$ cat src/rtl/seq_alu.sv
// Sequential ALU: single-cycle logic/arith ops, bit-serial shifts.
// Optional SEQ_ALU_OVERFLOW_EN adds a registered signed-overflow flag.
module seq_alu #(
    parameter int WIDTH = 32
) (
    input  logic             clk,
    input  logic             rst,
    input  logic             start,
    input  logic [3:0]       ctrl,
    input  logic [WIDTH-1:0] a,
    input  logic [WIDTH-1:0] b,
    input  logic [4:0]       shamt,
    output logic [WIDTH-1:0] result,
    output logic             zero,
    output logic             busy,
    output logic             done,
`ifdef SEQ_ALU_OVERFLOW_EN
    output logic             overflow,
`endif
    output logic             illegal
);

    typedef enum logic [1:0] {
        IDLE  = 2'd0,
        SHIFT = 2'd1,
        FIN   = 2'd2
    } state_t;

    // Only log2(WIDTH) shamt bits matter; the counter stays 5 bits wide.
    localparam logic [4:0] KMASK = 5'(WIDTH - 1);

    state_t           state, next;
    logic [4:0]       cnt;
    logic [4:0]       cnt_next;
    logic [4:0]       k;
    logic [WIDTH-1:0] shreg;
    logic [WIDTH-1:0] sh_next;
    logic             dir;
    logic             is_shift;
    logic             accept;
    logic             go_shift;
    logic [WIDTH-1:0] sum;
    logic [WIDTH-1:0] diff;
    logic [WIDTH-1:0] alu_res;
    logic             alu_ill;
`ifdef SEQ_ALU_OVERFLOW_EN
    logic             alu_ovf;
`endif

    assign k        = shamt & KMASK;
    assign is_shift = (ctrl == 4'b0100) || (ctrl == 4'b0101);
    assign accept   = start && (state != SHIFT);
    assign go_shift = accept && is_shift && (k != 5'd0);
    assign sum      = a + b;
    assign diff     = a - b;
    assign cnt_next = cnt - 5'd1;
    assign sh_next  = dir ? {1'b0, shreg[WIDTH-1:1]}
                          : {shreg[WIDTH-2:0], 1'b0};
    assign busy     = (state == SHIFT);
    assign done     = (state == FIN);

    always_comb begin
        alu_res = '0;
        alu_ill = 1'b0;
        unique case (ctrl)
            4'b0000: alu_res = a & b;
            4'b0001: alu_res = a | b;
            4'b0010: alu_res = sum;
            4'b0011: alu_res = diff;
            // zero-length shifts complete at once with the source unchanged
            4'b0100: alu_res = b;
            4'b0101: alu_res = b;
            4'b0110: alu_res = {{(WIDTH-1){1'b0}}, $signed(a) < $signed(b)};
            default: alu_ill = 1'b1;
        endcase
    end

`ifdef SEQ_ALU_OVERFLOW_EN
    always_comb begin
        alu_ovf = 1'b0;
        if (ctrl == 4'b0010)
            alu_ovf = (a[WIDTH-1] == b[WIDTH-1]) && (sum[WIDTH-1] != a[WIDTH-1]);
        else if (ctrl == 4'b0011)
            alu_ovf = (a[WIDTH-1] != b[WIDTH-1]) && (diff[WIDTH-1] != a[WIDTH-1]);
    end
`endif

    always_ff @(posedge clk) begin
        if (rst) state <= IDLE;
        else     state <= next;
    end

    always_comb begin
        next = state;
        unique case (state)
            IDLE, FIN: begin
                if (accept) next = go_shift ? SHIFT : FIN;
                else        next = IDLE;
            end
            SHIFT:   if (cnt_next == 5'd0) next = FIN;
            default: next = IDLE;
        endcase
    end

    always_ff @(posedge clk) begin
        if (rst) begin
            result   <= '0;
            zero     <= 1'b1;
            illegal  <= 1'b0;
            cnt      <= 5'd0;
            shreg    <= '0;
            dir      <= 1'b0;
`ifdef SEQ_ALU_OVERFLOW_EN
            overflow <= 1'b0;
`endif
        end else if (state == SHIFT) begin
            shreg <= sh_next;
            cnt   <= cnt_next;
            if (cnt_next == 5'd0) begin
                result   <= sh_next;
                zero     <= (sh_next == '0);
                illegal  <= 1'b0;
`ifdef SEQ_ALU_OVERFLOW_EN
                overflow <= 1'b0;
`endif
            end
        end else if (accept) begin
            if (go_shift) begin
                shreg <= b;
                cnt   <= k;
                dir   <= ctrl[0];
            end else begin
                result   <= alu_res;
                zero     <= (alu_res == '0);
                illegal  <= alu_ill;
`ifdef SEQ_ALU_OVERFLOW_EN
                overflow <= alu_ovf;
`endif
            end
        end
    end

endmodule

$ cat config.mk
export PLATFORM = sky130hd
export DESIGN_NAME = seq_alu
export DESIGN_NICKNAME = d
export VERILOG_FILES = /design/src/rtl/seq_alu.sv
export SDC_FILE = /design/constraint.sdc
export NUM_CORES = 1
export LEC_CHECK = 0
export CAP_MARGIN = 0
export CORE_MARGIN = 3
export CORE_UTILIZATION = 55
export DETAILED_ROUTE_END_ITERATION = 8
export DONT_BUFFER_PORTS = 1
export PLACE_DENSITY = 0.81
export RECOVER_POWER = 100
export SKIP_CTS_REPAIR_TIMING = 1
export SLEW_MARGIN = 20
export SYNTH_ARGS = -nofsm -noshare
export SYNTH_HDL_FRONTEND = slang
export SYNTH_SLANG_ARGS = --single-unit
$ cat constraint.sdc
create_clock -name clk -period 8.78 [get_ports clk]
set_clock_uncertainty 0.15 [all_clocks]
set_input_delay 1.756 -clock clk [delete_from_list [all_inputs] [get_ports clk]]
set_output_delay 1.756 -clock clk [all_outputs]
set_load 0.05 [all_outputs]
After elaboration in Yosys (flattened, before gate mapping)
Cells that the tools add are included.
{"block": "totals", "regBits": 74, "input_bits": 76, "output_inout_bits": 36, "elab_cells": 68}
{"block": "classes", "n_addsub": 3, "n_lt_le_gt_ge": 1, "n_eq_ne": 11, "mux": 25, "bitwise": 3, "n_reduce_logical": 18}
{"cell": "two-way mux 32 bit", "n": 8}
{"cell": "one-hot mux 32 bit (6 select lines)", "n": 1}
{"cell": "zero test 32 bit", "n": 2}
{"cell": "adder 32 bit", "n": 1}
{"cell": "AND 32 bit", "n": 1}
{"cell": "less-than comparator 32 bit", "n": 1}
{"cell": "bitwise OR 32 bit", "n": 1}
{"cell": "subtractor 32 bit", "n": 1}
{"cell": "two-way mux 5 bit", "n": 3}
{"cell": "equality test 4 x 3 -> 1 bit, second input constant", "n": 3}
{"cell": "two-way mux 1 bit", "n": 9}
{"cell": "equality test 4 x 2 -> 1 bit, second input constant", "n": 2}
{"cell": "OR reduction 7 bit", "n": 1}
{"cell": "two-way mux 2 bit", "n": 3}
{"cell": "AND reduction 3 bit", "n": 2}
{"cell": "zero test 5 bit", "n": 1}
{"cell": "nonzero test 5 bit", "n": 1}
{"cell": "subtractor 5 x 1 -> 5 bit, second input constant", "n": 1}
{"cell": "equality test 4 x 1 -> 1 bit, second input constant", "n": 1}
{"cell": "zero test 4 bit", "n": 1}
{"cell": "!= test 2 x 1 -> 1 bit, second input constant", "n": 2}
{"cell": "one-hot mux 2 bit (2 select lines)", "n": 1}
{"cell": "nonzero test 2 bit", "n": 2}
{"cell": "OR reduction 2 bit", "n": 2}
{"cell": "other kinds (8)", "n": 10}

Longest topological paths before layout
{"block": "depth", "ltp_word": 7, "mapped_depth": 14, "mapped_depth_nobuf": 14}

Least setup slack after synthesis
Ideal clock, no wire load.
{"block": "synth_path", "kind": "input to register", "from": "in a[0]", "to": "reg zero", "setup_ns": 0.084, "t_arrival_ns": 4.450, "required_ns": 8.546, "path_slack_ns": 4.096, "path_stages": 14, "path_buffers": 0, "path_cell_list": "inv_1 -> ha_1 -> fa_1 -> nor3_1 -> o31ai_2 -> a311oi_2 -> o311a_1 -> or4_1 -> o21ai_1 -> nor4b_1 -> nand4_1 -> nor4_2 -> nand4_1 -> o31ai_2"}
{"block": "synth_between", "elab_chain_len": 6, "word_cells_on_any_way": 10, "classes_between": "2 x add/sub; 1 x order compare; 4 x mux; 2 x bitwise; 1 x reduce/logical"}
{"item": "start, declared", "line_no": "10", "text": "input logic [WIDTH-1:0] a,"}
{"item": "subtractor 32 bit (tied with other cells)", "line_no": "55", "text": "assign diff = a - b;"}
{"item": "one-hot mux 32 bit (6 select lines) *", "line_no": "65", "text": "unique case (ctrl)"}
{"item": "zero test 32 bit *", "line_no": "134", "text": "zero <= (alu_res == '0);"}
{"item": "two-way mux 1 bit *", "line_no": "128", "text": "if (go_shift) begin"}
{"item": "two-way mux 1 bit *", "line_no": "127", "text": "end else if (accept) begin"}
{"item": "two-way mux 1 bit *", "line_no": "116", "text": "end else if (state == SHIFT) begin"}
{"item": "end signal, assigned", "line_no": "121", "text": "zero <= (sh_next == '0);"}
{"item": "end signal, assigned", "line_no": "134"}
{"item": "end, declared", "line_no": "14", "text": "output logic zero,"}
Mark *: on every way between the ends. The rest lies on a longest branch, timed or not. The select of a mux whose other input is x is not followed.
A chain may end at the register's enable or synchronous reset.

Worst setup path after layout
{"block": "layout_path", "from": "reg state[1]", "to": "out busy"}
{"block": "layout_between", "elab_chain_len": 1}
{"item": "start, declared", "line_no": "32", "text": "state_t state, next;"}
{"item": "start signal, assigned", "line_no": "90", "text": "else state <= next;"}
{"item": "equality test 2 x 1 -> 1 bit", "line_no": "59", "text": "assign busy = (state == SHIFT);"}
{"item": "end, declared", "line_no": "15", "text": "output logic busy,"}
Every way passes these cells.

==> flow_summary.yaml <==
placed_design:
  gp_congestion: 1.027
  place_ws_ps: 3439
  portBuffers: 0
  postPlaceCellArea_mm2: 0.009105
  place.detailed.hpwl_um: 24570
synthesis:
  synth_largest_area_cell: "dfxtp_1"
  yosys.area_share.simple_pct: 21.64
  synth_top_cell_area_share_pct: 16.24
  ys_warn_count: 0
  synthAdderAreaFrac_pct: 15.53
  synth_area_per_cell_um2: 7.108
  ys_seq_area_share_pct: 16.24
  synth_compound_area_share_pct: 31.42
  ys_top_cells_by_area: "dfxtp_1 16%, ha_1 15%, a21oi_1 7.7%"
  synth_area_mm2: 0.009120
  synth_edf_count: 0
  synth_mux_area_share_pct: 4.130
  synth_top_family_by_area: "compound AO/OA/AOI/OAI gates"
  synth-xor-area-share_pct: 2.305
  synth_nets: 1471
  synth-seq-cells: 74
  synth.distinct_cells: 87
  ys.flop_type: "dfxtp_1"
  syn_inst: 1283
  synthTopCellsByCount: "177 x nor2_1, 141 x a21oi_1, 110 x ha_1"
  async_reset_ff_share_pct: 0
  synth_most_common_cell: "nor2_1"
min_path:
  hp-start: "shreg[31]"
  hp-class: "flop to flop"
worst_setup_path:
  cp_max_fo: 54
  r2r_slack_ps: 2660
  path_class: "flop to output port"
  r2r-end: "zero"
  ff2ff_path_depth: 12
  start_kind: "flop"
  endpoint_kind: "output port"
  arrival_ps: 4260
  timing.rr.start: "state[1]"
  cp-endpoint: "busy"
  startpoint: "state[1]"
  crit_required_ps: 6870
detailed_routing:
  drc: 0
  wirelength_um: 32160
  vias: 9922
  dr.first_iter.drc_count: 1251
  wire_per_inst_um: 22.30
  drtPass1Iterations: 7
  drtAntennaViolNets: 0
  vias_per_cell: 6.881
pwr:
  p_per_area_mw_per_mm2: 126.4
  p_seq_share_pct: 33.5
  power.share.clock_pct: 31.2
  p_sw_uw: 462.8
  internal-power_uw: 720.0
  leakagePower_uw: 0.003679
  p_sw_share_pct: 39.13
  max-vdd-ir-drop_mv: 0.1037
  p_comb_share_pct: 35.3
timing:
  slew_violations: 191
  fin_crit_sh_pct: 70.23
  setup_viol: 0
  tns_ps: 0
  fmax_ghz: 0.1622
  finalHoldViolations: 0
  rsz0062_at_grt: "no"
  period_needed_ps: 6166
  setup_slack_ps: 2614
  tightest_slew_ps: 2330
  timing.slew.headroom_pct: -55.36
final_layout:
  final_nets: 1409
  design_area_mm2: 0.009360
  area_growth_pct: 2.634
  n_fill_cell: 1529
  multiInputGateArea_mm2: 0.006843
  n_antenna_cell: 0
  seq_area_mm2: 0.001483
  drive_above_1_share_pct: 5.057
die:
  coreArea_mm2: 0.01606
  dieArea_mm2: 0.01816
  io_pins: 112
  rows: 46
  die_w_um: 134.8
  start_util_pct: 56.79
  dieHeight_um: 134.8
clock_network:
  htreeDepth: 3
  numCtsBuffers: 9
  cts.path.max_buffers: 2
  cts_sinks: 74
  clk-insertion-delay-late_ps: 340
  clockRootBuffer: "clkbuf_16"
  cts_tree: "yes"
  clkTransAtPathRegs_ps: 60
grt:
  gr-usage-all-layers_pct: 33.94
  grt_pass1_vias: 9210
  grt_max_degree: 76
  antenna_found_initial: 0
  overflow: 0
  grt_pass1_wl_um: 49680
outcome:
  status: "complete, but fails checks"
  violations: "capacitance limit, slew limit"
job:
  drv_cap: 5
[power groups by stage]
stage          Combinational [uW]  Clock (uW)  Sequential, uW
4_1_cts                       407         370             396
2_1_floorplan                 324           0             397
3_3_place_gp                  401           0             403
6_report                      418         369             396
3_5_place_dp                  404           0             403
5_1_grt                       454         385             397
[routing by layer]
layer,wire length (um),vias to the layer above,GRT usage (%)
li1,-,4540,-
met1,12470,4613,42.91
met2,14420,629,54.36
met3,3385,140,7.824
met4,1885,0,16.80
met5,0,-,0
[through the flow]
step           instances  hold WS [ps]  power (uW)  utilization (%)
2_1_floorplan       1283         304.2       721.6                -
3_3_place_gp        1426         327.7       803.5            56.70
3_5_place_dp        1426         334.9       807.2            56.70
4_1_cts             1442         349.8        1172            58.54
5_1_grt             1442         412.6        1236            58.29
6_report            1442         355.0        1183            58.29
[layout by cell type (no fill, tap or decap), types with 8 or more instances in the layout]
cell type / instances
nor2_1: 175
a21oi_1: 141
ha_1: 110
inv_1: 103
nand2_1: 80
dfxtp_1: 73
o21ai_0: 69
a221oi_1: 46
nor3_1: 37
mux2i_1: 35
xnor2_1: 22
nand4_1: 22
nand3_1: 21
a211oi_1: 21
o31ai_1: 18
o211ai_1: 17
a22oi_1: 16
nor4_1: 16
nor2b_1: 10
or2_2: 10
o21a_1: 9
a31oi_1: 9
clkbuf_16: 9
buf_4: 8
[area by class of cell]
cell class / instances / area share (%)
clock inverters: 6 / 0.7085
inverters: 103 / 4.130
well taps: 216 / 2.887
clock buffers: 10 / 2.446
flip-flops and latches: 74 / 15.84
repair buffers: 14 / 0.8822
multi-input cells: 1019 / 73.11
[sequential cells by signal, summed over array words and instances (netlist names)]
name / count
shreg: 32
dir: 1
result: 32
state: 2
zero: 1
illegal: 1
cnt: 5
[critical path, stage by stage (launching register included)]
cell and delay [ps]:
dfxtp_1 310, nand2b_2 110, clkbuf_1 1660, inv_1 970, clkbuf_1 830
[cell families (layout without fill, tap and decap cells)]
group | after synthesis | after routing
buffers and inverters | 190 | 133
multiplexers | 37 | 37
flip-flops | 74 | 74
AND/OR/NAND/NOR | 417 | 417
AO/OA/AOI/OAI | 429 | 429
adder cells (fa/ha/maj) | 112 | 112
XOR/XNOR | 24 | 24
[worst min path at each step]
stage	to	cells past startpoint	slack, ps
2_1_floorplan	shreg[31]	2	300
3_3_place_gp	shreg[31]	2	330
6_report	shreg[31]	2	350
5_1_grt	shreg[31]	2	410
3_5_place_dp	shreg[31]	2	330
4_1_cts	shreg[31]	2	350
Power figures use the tool's default switching activity.
